**src/rtl/prog_loader.sv**
```systemverilog
// Serial program loader: receives 8N1 bytes on rxd, fills a 16x8 program memory,
// verifies an additive checksum and releases the CPU from reset once the image is good.
module prog_loader #(
  parameter int CLK_DIV = 16
) (
  input  logic       clk,
  input  logic       reset,
  input  logic       rxd,
  input  logic [3:0] pc,
  output logic [7:0] instr,
  output logic       cpu_reset_n,
  output logic       busy,
  output logic       err
);

  localparam int CW = $clog2(CLK_DIV);
  localparam logic [CW-1:0] FULL_CNT = CW'(CLK_DIV - 1);
  localparam logic [CW-1:0] HALF_CNT = CW'(CLK_DIV / 2 - 1);
  localparam logic [7:0]    SYNC_BYTE = 8'hA5;

  typedef enum logic [1:0] {RX_IDLE, RX_START, RX_DATA, RX_STOP} rx_state_t;
  typedef enum logic [1:0] {IDLE, LOAD, CHECK, RUN} state_t;

  // ---------------------------------------------------------------- receiver
  logic rx_s1, rx_s2, rx_prev;

  always_ff @(posedge clk) begin
    if (!reset) begin
      rx_s1   <= 1'b1;
      rx_s2   <= 1'b1;
      rx_prev <= 1'b1;
    end else begin
      rx_s1   <= rxd;
      rx_s2   <= rx_s1;
      rx_prev <= rx_s2;
    end
  end

  rx_state_t       rx_state, rx_state_n;
  logic [CW-1:0]   rx_cnt, rx_cnt_n;
  logic [2:0]      rx_bit, rx_bit_n;
  logic [7:0]      rx_shift, rx_shift_n;
  logic            byte_valid, byte_valid_n;
  logic            frame_err, frame_err_n;

  always_ff @(posedge clk) begin
    if (!reset) begin
      rx_state   <= RX_IDLE;
      rx_cnt     <= '0;
      rx_bit     <= '0;
      rx_shift   <= '0;
      byte_valid <= 1'b0;
      frame_err  <= 1'b0;
    end else begin
      rx_state   <= rx_state_n;
      rx_cnt     <= rx_cnt_n;
      rx_bit     <= rx_bit_n;
      rx_shift   <= rx_shift_n;
      byte_valid <= byte_valid_n;
      frame_err  <= frame_err_n;
    end
  end

  always_comb begin
    rx_state_n   = rx_state;
    rx_cnt_n     = rx_cnt;
    rx_bit_n     = rx_bit;
    rx_shift_n   = rx_shift;
    byte_valid_n = 1'b0;
    frame_err_n  = 1'b0;
    case (rx_state)
      RX_IDLE: begin
        if (rx_prev && !rx_s2) begin
          rx_state_n = RX_START;
          rx_cnt_n   = HALF_CNT;
        end
      end
      RX_START: begin
        // Mid-start-bit re-sample rejects glitches shorter than half a bit.
        if (rx_cnt != '0) begin
          rx_cnt_n = rx_cnt - 1'b1;
        end else if (rx_s2) begin
          rx_state_n = RX_IDLE;
        end else begin
          rx_state_n = RX_DATA;
          rx_cnt_n   = FULL_CNT;
          rx_bit_n   = '0;
        end
      end
      RX_DATA: begin
        if (rx_cnt != '0) begin
          rx_cnt_n = rx_cnt - 1'b1;
        end else begin
          rx_shift_n = {rx_s2, rx_shift[7:1]};
          rx_cnt_n   = FULL_CNT;
          if (rx_bit == 3'd7) rx_state_n = RX_STOP;
          else                rx_bit_n   = rx_bit + 3'd1;
        end
      end
      RX_STOP: begin
        if (rx_cnt != '0) begin
          rx_cnt_n = rx_cnt - 1'b1;
        end else begin
          rx_state_n = RX_IDLE;
          if (rx_s2) byte_valid_n = 1'b1;
          else       frame_err_n  = 1'b1;
        end
      end
      default: rx_state_n = RX_IDLE;
    endcase
  end

  // ---------------------------------------------------------------- control
  state_t     state, state_n;
  logic [3:0] addr, addr_n;
  logic [7:0] checksum, checksum_n;
  logic       err_n;
  logic       mem_we;
  logic [7:0] mem [16];

  always_ff @(posedge clk) begin
    if (!reset) begin
      state       <= IDLE;
      addr        <= '0;
      checksum    <= '0;
      err         <= 1'b0;
      cpu_reset_n <= 1'b0;
    end else begin
      state       <= state_n;
      addr        <= addr_n;
      checksum    <= checksum_n;
      err         <= err_n;
      cpu_reset_n <= (state_n == RUN);
    end
  end

  always_comb begin
    state_n    = state;
    addr_n     = addr;
    checksum_n = checksum;
    err_n      = err;
    mem_we     = 1'b0;
    case (state)
      IDLE, RUN: begin
        if (byte_valid && rx_shift == SYNC_BYTE) begin
          state_n    = LOAD;
          addr_n     = '0;
          checksum_n = '0;
          err_n      = 1'b0;
        end
      end
      LOAD: begin
        if (frame_err) begin
          state_n = IDLE;
          err_n   = 1'b1;
        end else if (byte_valid) begin
          mem_we     = 1'b1;
          checksum_n = checksum + rx_shift;
          if (addr == 4'd15) state_n = CHECK;
          else               addr_n  = addr + 4'd1;
        end
      end
      CHECK: begin
        if (frame_err) begin
          state_n = IDLE;
          err_n   = 1'b1;
        end else if (byte_valid) begin
          if (rx_shift == checksum) begin
            state_n = RUN;
          end else begin
            state_n = IDLE;
            err_n   = 1'b1;
          end
        end
      end
      default: state_n = IDLE;
    endcase
  end

  // Memory has no reset so a CPU reset cycle keeps the loaded program.
  always_ff @(posedge clk) begin
    if (reset && mem_we) mem[addr] <= rx_shift;
  end

  assign instr = mem[pc];
  assign busy  = (state == LOAD) || (state == CHECK);

endmodule

```
**config.mk**
```make
export PLATFORM = sky130hd
export DESIGN_NAME = prog_loader
export DESIGN_NICKNAME = d
export VERILOG_FILES = /design/src/rtl/prog_loader.sv
export SDC_FILE = /design/constraint.sdc
export NUM_CORES = 1
export LEC_CHECK = 0
export ABC_AREA = 1
export CAP_MARGIN = 25
export CORE_MARGIN = 2
export CORE_UTILIZATION = 41
export CTS_BUF_LIST = sky130_fd_sc_hd__clkbuf_2 sky130_fd_sc_hd__clkbuf_4 sky130_fd_sc_hd__clkbuf_8
export DETAILED_ROUTE_END_ITERATION = 6
export GPL_ROUTABILITY_DRIVEN = 0
export PLACE_DENSITY = 0.57
export SYNTH_ARGS = -nofsm -noshare
export SYNTH_HDL_FRONTEND = slang
export SYNTH_SLANG_ARGS = --single-unit
```
**constraint.sdc**
```tcl
create_clock -name clk -period 4.6 [get_ports clk]
set_input_delay 1.15 -clock clk [delete_from_list [all_inputs] [get_ports clk]]
set_output_delay 1.15 -clock clk [all_outputs]
set_load 0.01 [all_outputs]
```
==> results by group <==
Placement
  • Post-detailed-placement half-perimeter wirelength: ~11 mm
  • Worst slack after detailed placement: about 0.33 ns
  • Number of port buffers: 17
  • Area after detailed placement: between 0.007 and 0.008 mm2

Worst setup path
  • Number of cell instances on the worst register-to-register path: 6
  • Startpoint Class: input port
  • Endpoint of the worst-slack reg-to-reg timing path: mem[12][4]$_DFFE_PP_
  • Start of the worst register-to-register path: state[1]$_SDFF_PN0_
  • Reg2Reg Setup Slack: 2.14 ns
  • Critical Setup Path Class: in2out
  • Top fanout value on the critical path: 13
  • Data required time of the worst path: 3.45 ns
  • Crit end category: output pin
  • Critical path arrival: roughly 3.1 ns

Route
  • Top metal layer carrying routed signals: met4
  • Drt first-iter violations: around 320
  • Sum of met2 wire segment lengths after detailed routing: about 8.4 mm
  • WL final: approximately 17 mm
  • Detailed-route wire length on metal 1: 7.059 mm
  • Router iterations before antenna repair: 5
  • Detailed-routed wire length on met3: 879 um
  • Average vias per placed instance: approximately 5.4
  • Post-detailed-route wirelength per cell: ~18 um
  • Residual DRC: 0
  • Remaining number of nets flagged by the antenna check after routing: 0
  • Routed vias: around 5100

Min path
  • Capture endpoint of the worst hold path: rx_s2$_SDFF_PN1_
  • Path class of the lowest-slack min-delay path: reg2reg
  • Hold-critical path depth: 1
  • Startpoint of the worst hold path: rx_s1$_SDFF_PN1_

Die
  • Die area: about 0.019 mm2
  • Die outline height: ~140 um
  • Number of ports placed on the die boundary: 18
  • Initial core utilization: a little over two fifths
  • Area inside the core boundary: approximately 0.017 mm2
  • Width of the die: about 140 um
  • Placement Rows: 48

Clock network
  • TritonCTS clock tree: built
  • Total clock buffers created by CTS: 17
  • Buffer type at the clock tree root: sky130_fd_sc_hd__clkbuf_8
  • Reg clk slew, reported paths: around 0.09 ns
  • Post-CTS setup-driven buffer insertion count: 0
  • Cts-stage hold buffer count: 0
  • Maximum buffer depth of the clock tree: 2
  • Clock Latency Late Sink: between 0.4 and 0.5 ns
  • H-tree levels: 4
  • CTS sink count: 166
  • # resized after CTS: 0

STA
  • Fmax achieved: 0.2349 GHz
  • Worst path setup slack after routing: between 0.3 and 0.4 ns
  • Setup_tns: 0 ns
  • Final-report setup violation count: 0
  • Period utilization: 92.54%
  • Max transition margin: between 30% and 40%
  • Worst slew pin tran: between 0.9 and 1 ns
  • Number of hold violations in the final report: 0
  • Final Max Slew Viols: 0
  • Min Tclk post-route: between 4 and 5 ns
  • Final Skew: around 0.013 ns
  • RSZ-0062 raised after global routing: no

Global routing
  • Maximum number of pins on one net before global-route repair: 39
  • Initial antenna violation count: 0
  • Total gr overflow: 0
  • Total Routing Usage GR: between 10% and 20%
  • Wire length of the first global-routing pass: between 20 and 30 mm
  • Vias in the first global route: roughly 5100

Synth
  • Register bit total from synthesis: 166
  • Gate Count Post-Synth: 683
  • Post-Syn Nets: between 700 and 800
  • Portion of synthesized cell area occupied by the leading cell type: 52.89%
  • Largest area contributor in the netlist: sky130_fd_sc_hd__edfxtp_1
  • Synth Warn #: 0
  • Synth Cell Area: approximately 0.0073 mm2
  • Count of cell types in the netlist: 36
  • Top post-synthesis cells by area: sky130_fd_sc_hd__edfxtp_1 53%, sky130_fd_sc_hd__dfxtp_1 10%, sky130_fd_sc_hd__nor2_1 5.8%
  • Proportion of synthesized chip area in sequential cells: a little under two thirds
  • Avg Synthesized Cell Area: between 10 and 15 um2

Flow run
  • Number of max-capacitance violations reported: 0

Cells and area
  • Post-layout nets: 738
  • Area added between synthesis and finish: 12.00%
  • Share of final-layout standard cells stronger than drive strength 1: a little under a tenth
  • Antenna cell count: 0
  • Post-route cell area: 0.008139 mm2

Pwr
  • Total power divided by cell area: roughly 360 mW/mm2
  • Worst vdd rail ir drop: approximately 0.22 mV
  • Static Leak: just under 3 nW

Outcome
  • Status: finished clean
-- state kept, by name, summed over array words and instances (netlist names), named ones only --
name	cells
rx_cnt	4
rx_state	1
rx_s2	1
frame_err	1
cpu_reset_n	1
addr	4
rx_prev	1
rx_shift	8
checksum	8
mem	128
state	2
rx_bit	3
byte_valid	1
rx_s1	1
err	1
-- layer usage --
layer | GRT usage, % | vias up
li1 | - | 2471
met1 | 23.56 | 2455
met2 | 31.62 | 158
met3 | 4.741 | 39
met4 | 8.305 | 0
met5 | 0 | -
-- kinds of logic after synthesis --
kind of cell | synth area share [%]
AOI/OAI and AO/OA | 12.53
xor gates and xnor gates | 0.7231
adders and majority gates | 3.891
buffers and inverters | 4.339
DFF | 63.36
and+or+nand+nor | 15.15
-- Yosys cell counts --
cell type,n
sky130_fd_sc_hd__a21o_1,1
sky130_fd_sc_hd__o221ai_1,27
sky130_fd_sc_hd__nor3_2,2
sky130_fd_sc_hd__clkbuf_2,1
sky130_fd_sc_hd__xor2_1,6
sky130_fd_sc_hd__o211ai_1,5
sky130_fd_sc_hd__or2_2,2
sky130_fd_sc_hd__edfxtp_1,128
sky130_fd_sc_hd__inv_1,46
sky130_fd_sc_hd__nand2_1,84
sky130_fd_sc_hd__a21oi_1,25
sky130_fd_sc_hd__inv_2,3
sky130_fd_sc_hd__ha_1,21
sky130_fd_sc_hd__nand3b_1,1
sky130_fd_sc_hd__buf_4,1
sky130_fd_sc_hd__o21ai_0,78
sky130_fd_sc_hd__nand2_4,2
sky130_fd_sc_hd__dfxtp_1,38
sky130_fd_sc_hd__o21a_1,2
sky130_fd_sc_hd__nor2_2,2
sky130_fd_sc_hd__a21oi_2,4
sky130_fd_sc_hd__nor3_1,7
sky130_fd_sc_hd__nand3_2,2
sky130_fd_sc_hd__nand2_2,1
sky130_fd_sc_hd__a31oi_1,2
sky130_fd_sc_hd__buf_2,11
sky130_fd_sc_hd__fa_1,1
sky130_fd_sc_hd__buf_1,1
sky130_fd_sc_hd__nand3_1,35
sky130_fd_sc_hd__clkbuf_1,14
sky130_fd_sc_hd__o22ai_1,7
sky130_fd_sc_hd__nor2_1,113
sky130_fd_sc_hd__nand4_2,1
sky130_fd_sc_hd__clkinv_1,2
sky130_fd_sc_hd__nand4_1,6
sky130_fd_sc_hd__o21bai_1,1
-- how the worst max path moves through the flow --
stage                from        to  slack (ns)  depth (start not counted)
global route        pc[2]  instr[4]        0.22                          7
finish              pc[2]  instr[1]        0.34                          7
floorplan           pc[0]  instr[5]        1.46                          7
detailed placement  pc[1]  instr[6]        0.33                          7
CTS                 pc[1]  instr[6]        0.32                          7
global placement    pc[1]  instr[4]        0.38                          8
-- where the power goes --
part | total [mW] | internal (mW) | switching (mW) | leakage (nW)
Sequential | 1.61 | 1.60 | 0.00883 | 1.52
Clock | 1.06 | 0.496 | 0.562 | 0.193
Combinational | 0.263 | 0.0941 | 0.169 | 1.22
Total | 2.93 | 2.19 | 0.739 | 2.92
-- worst max-delay path: stages --
cell                              delay [ns]
sky130_fd_sc_hd__clkdlybuf4s50_1        0.42
sky130_fd_sc_hd__buf_4                  0.19
sky130_fd_sc_hd__inv_1                  0.38
sky130_fd_sc_hd__o221ai_1               0.22
sky130_fd_sc_hd__nand3_1                0.15
sky130_fd_sc_hd__nand2_1                0.10
sky130_fd_sc_hd__clkdlybuf4s50_1        0.50
-- cell type report --
type | count | area [um2]
repair buffers | 35 | 312.8
inverters | 51 | 191.4
clock buffers | 17 | 234.0
fillers | 1594 | 9158
multi-input cells | 438 | 2347
well taps | 225 | 281.5
flip-flops and latches | 166 | 4604
clock inverters | 15 | 167.7
-- metrics by stage --
stage	hold WS [ns]	power [mW]	std cells	util (%)
floorplan	0.3925	1.823	683	-
CTS	0.4223	2.964	947	47.06
global placement	0.3948	1.899	915	44.73
finish	0.4213	2.932	947	47.06
detailed placement	0.4008	1.907	915	44.73
global route	0.4374	3.051	947	47.06
-- layout by cell type, fill, tap and decap left out, types with 5 or more instances in the layout --
cell,Yosys,layout
sky130_fd_sc_hd__xor2_1,6,6
sky130_fd_sc_hd__nor3_1,7,7
sky130_fd_sc_hd__nor2_1,113,113
sky130_fd_sc_hd__inv_1,46,46
sky130_fd_sc_hd__o221ai_1,27,27
sky130_fd_sc_hd__o211ai_1,5,5
sky130_fd_sc_hd__clkdlybuf4s50_1,0,16
sky130_fd_sc_hd__nand4_1,6,6
sky130_fd_sc_hd__o21ai_0,78,78
sky130_fd_sc_hd__ha_1,21,21
sky130_fd_sc_hd__nand2_1,84,84
sky130_fd_sc_hd__dfxtp_1,38,38
sky130_fd_sc_hd__nand3_1,35,35
sky130_fd_sc_hd__o22ai_1,7,7
sky130_fd_sc_hd__clkbuf_8,0,17
sky130_fd_sc_hd__edfxtp_1,128,128
sky130_fd_sc_hd__a21oi_1,25,25
sky130_fd_sc_hd__buf_4,1,17
Note: power is estimated with default switching activity, not from simulation.
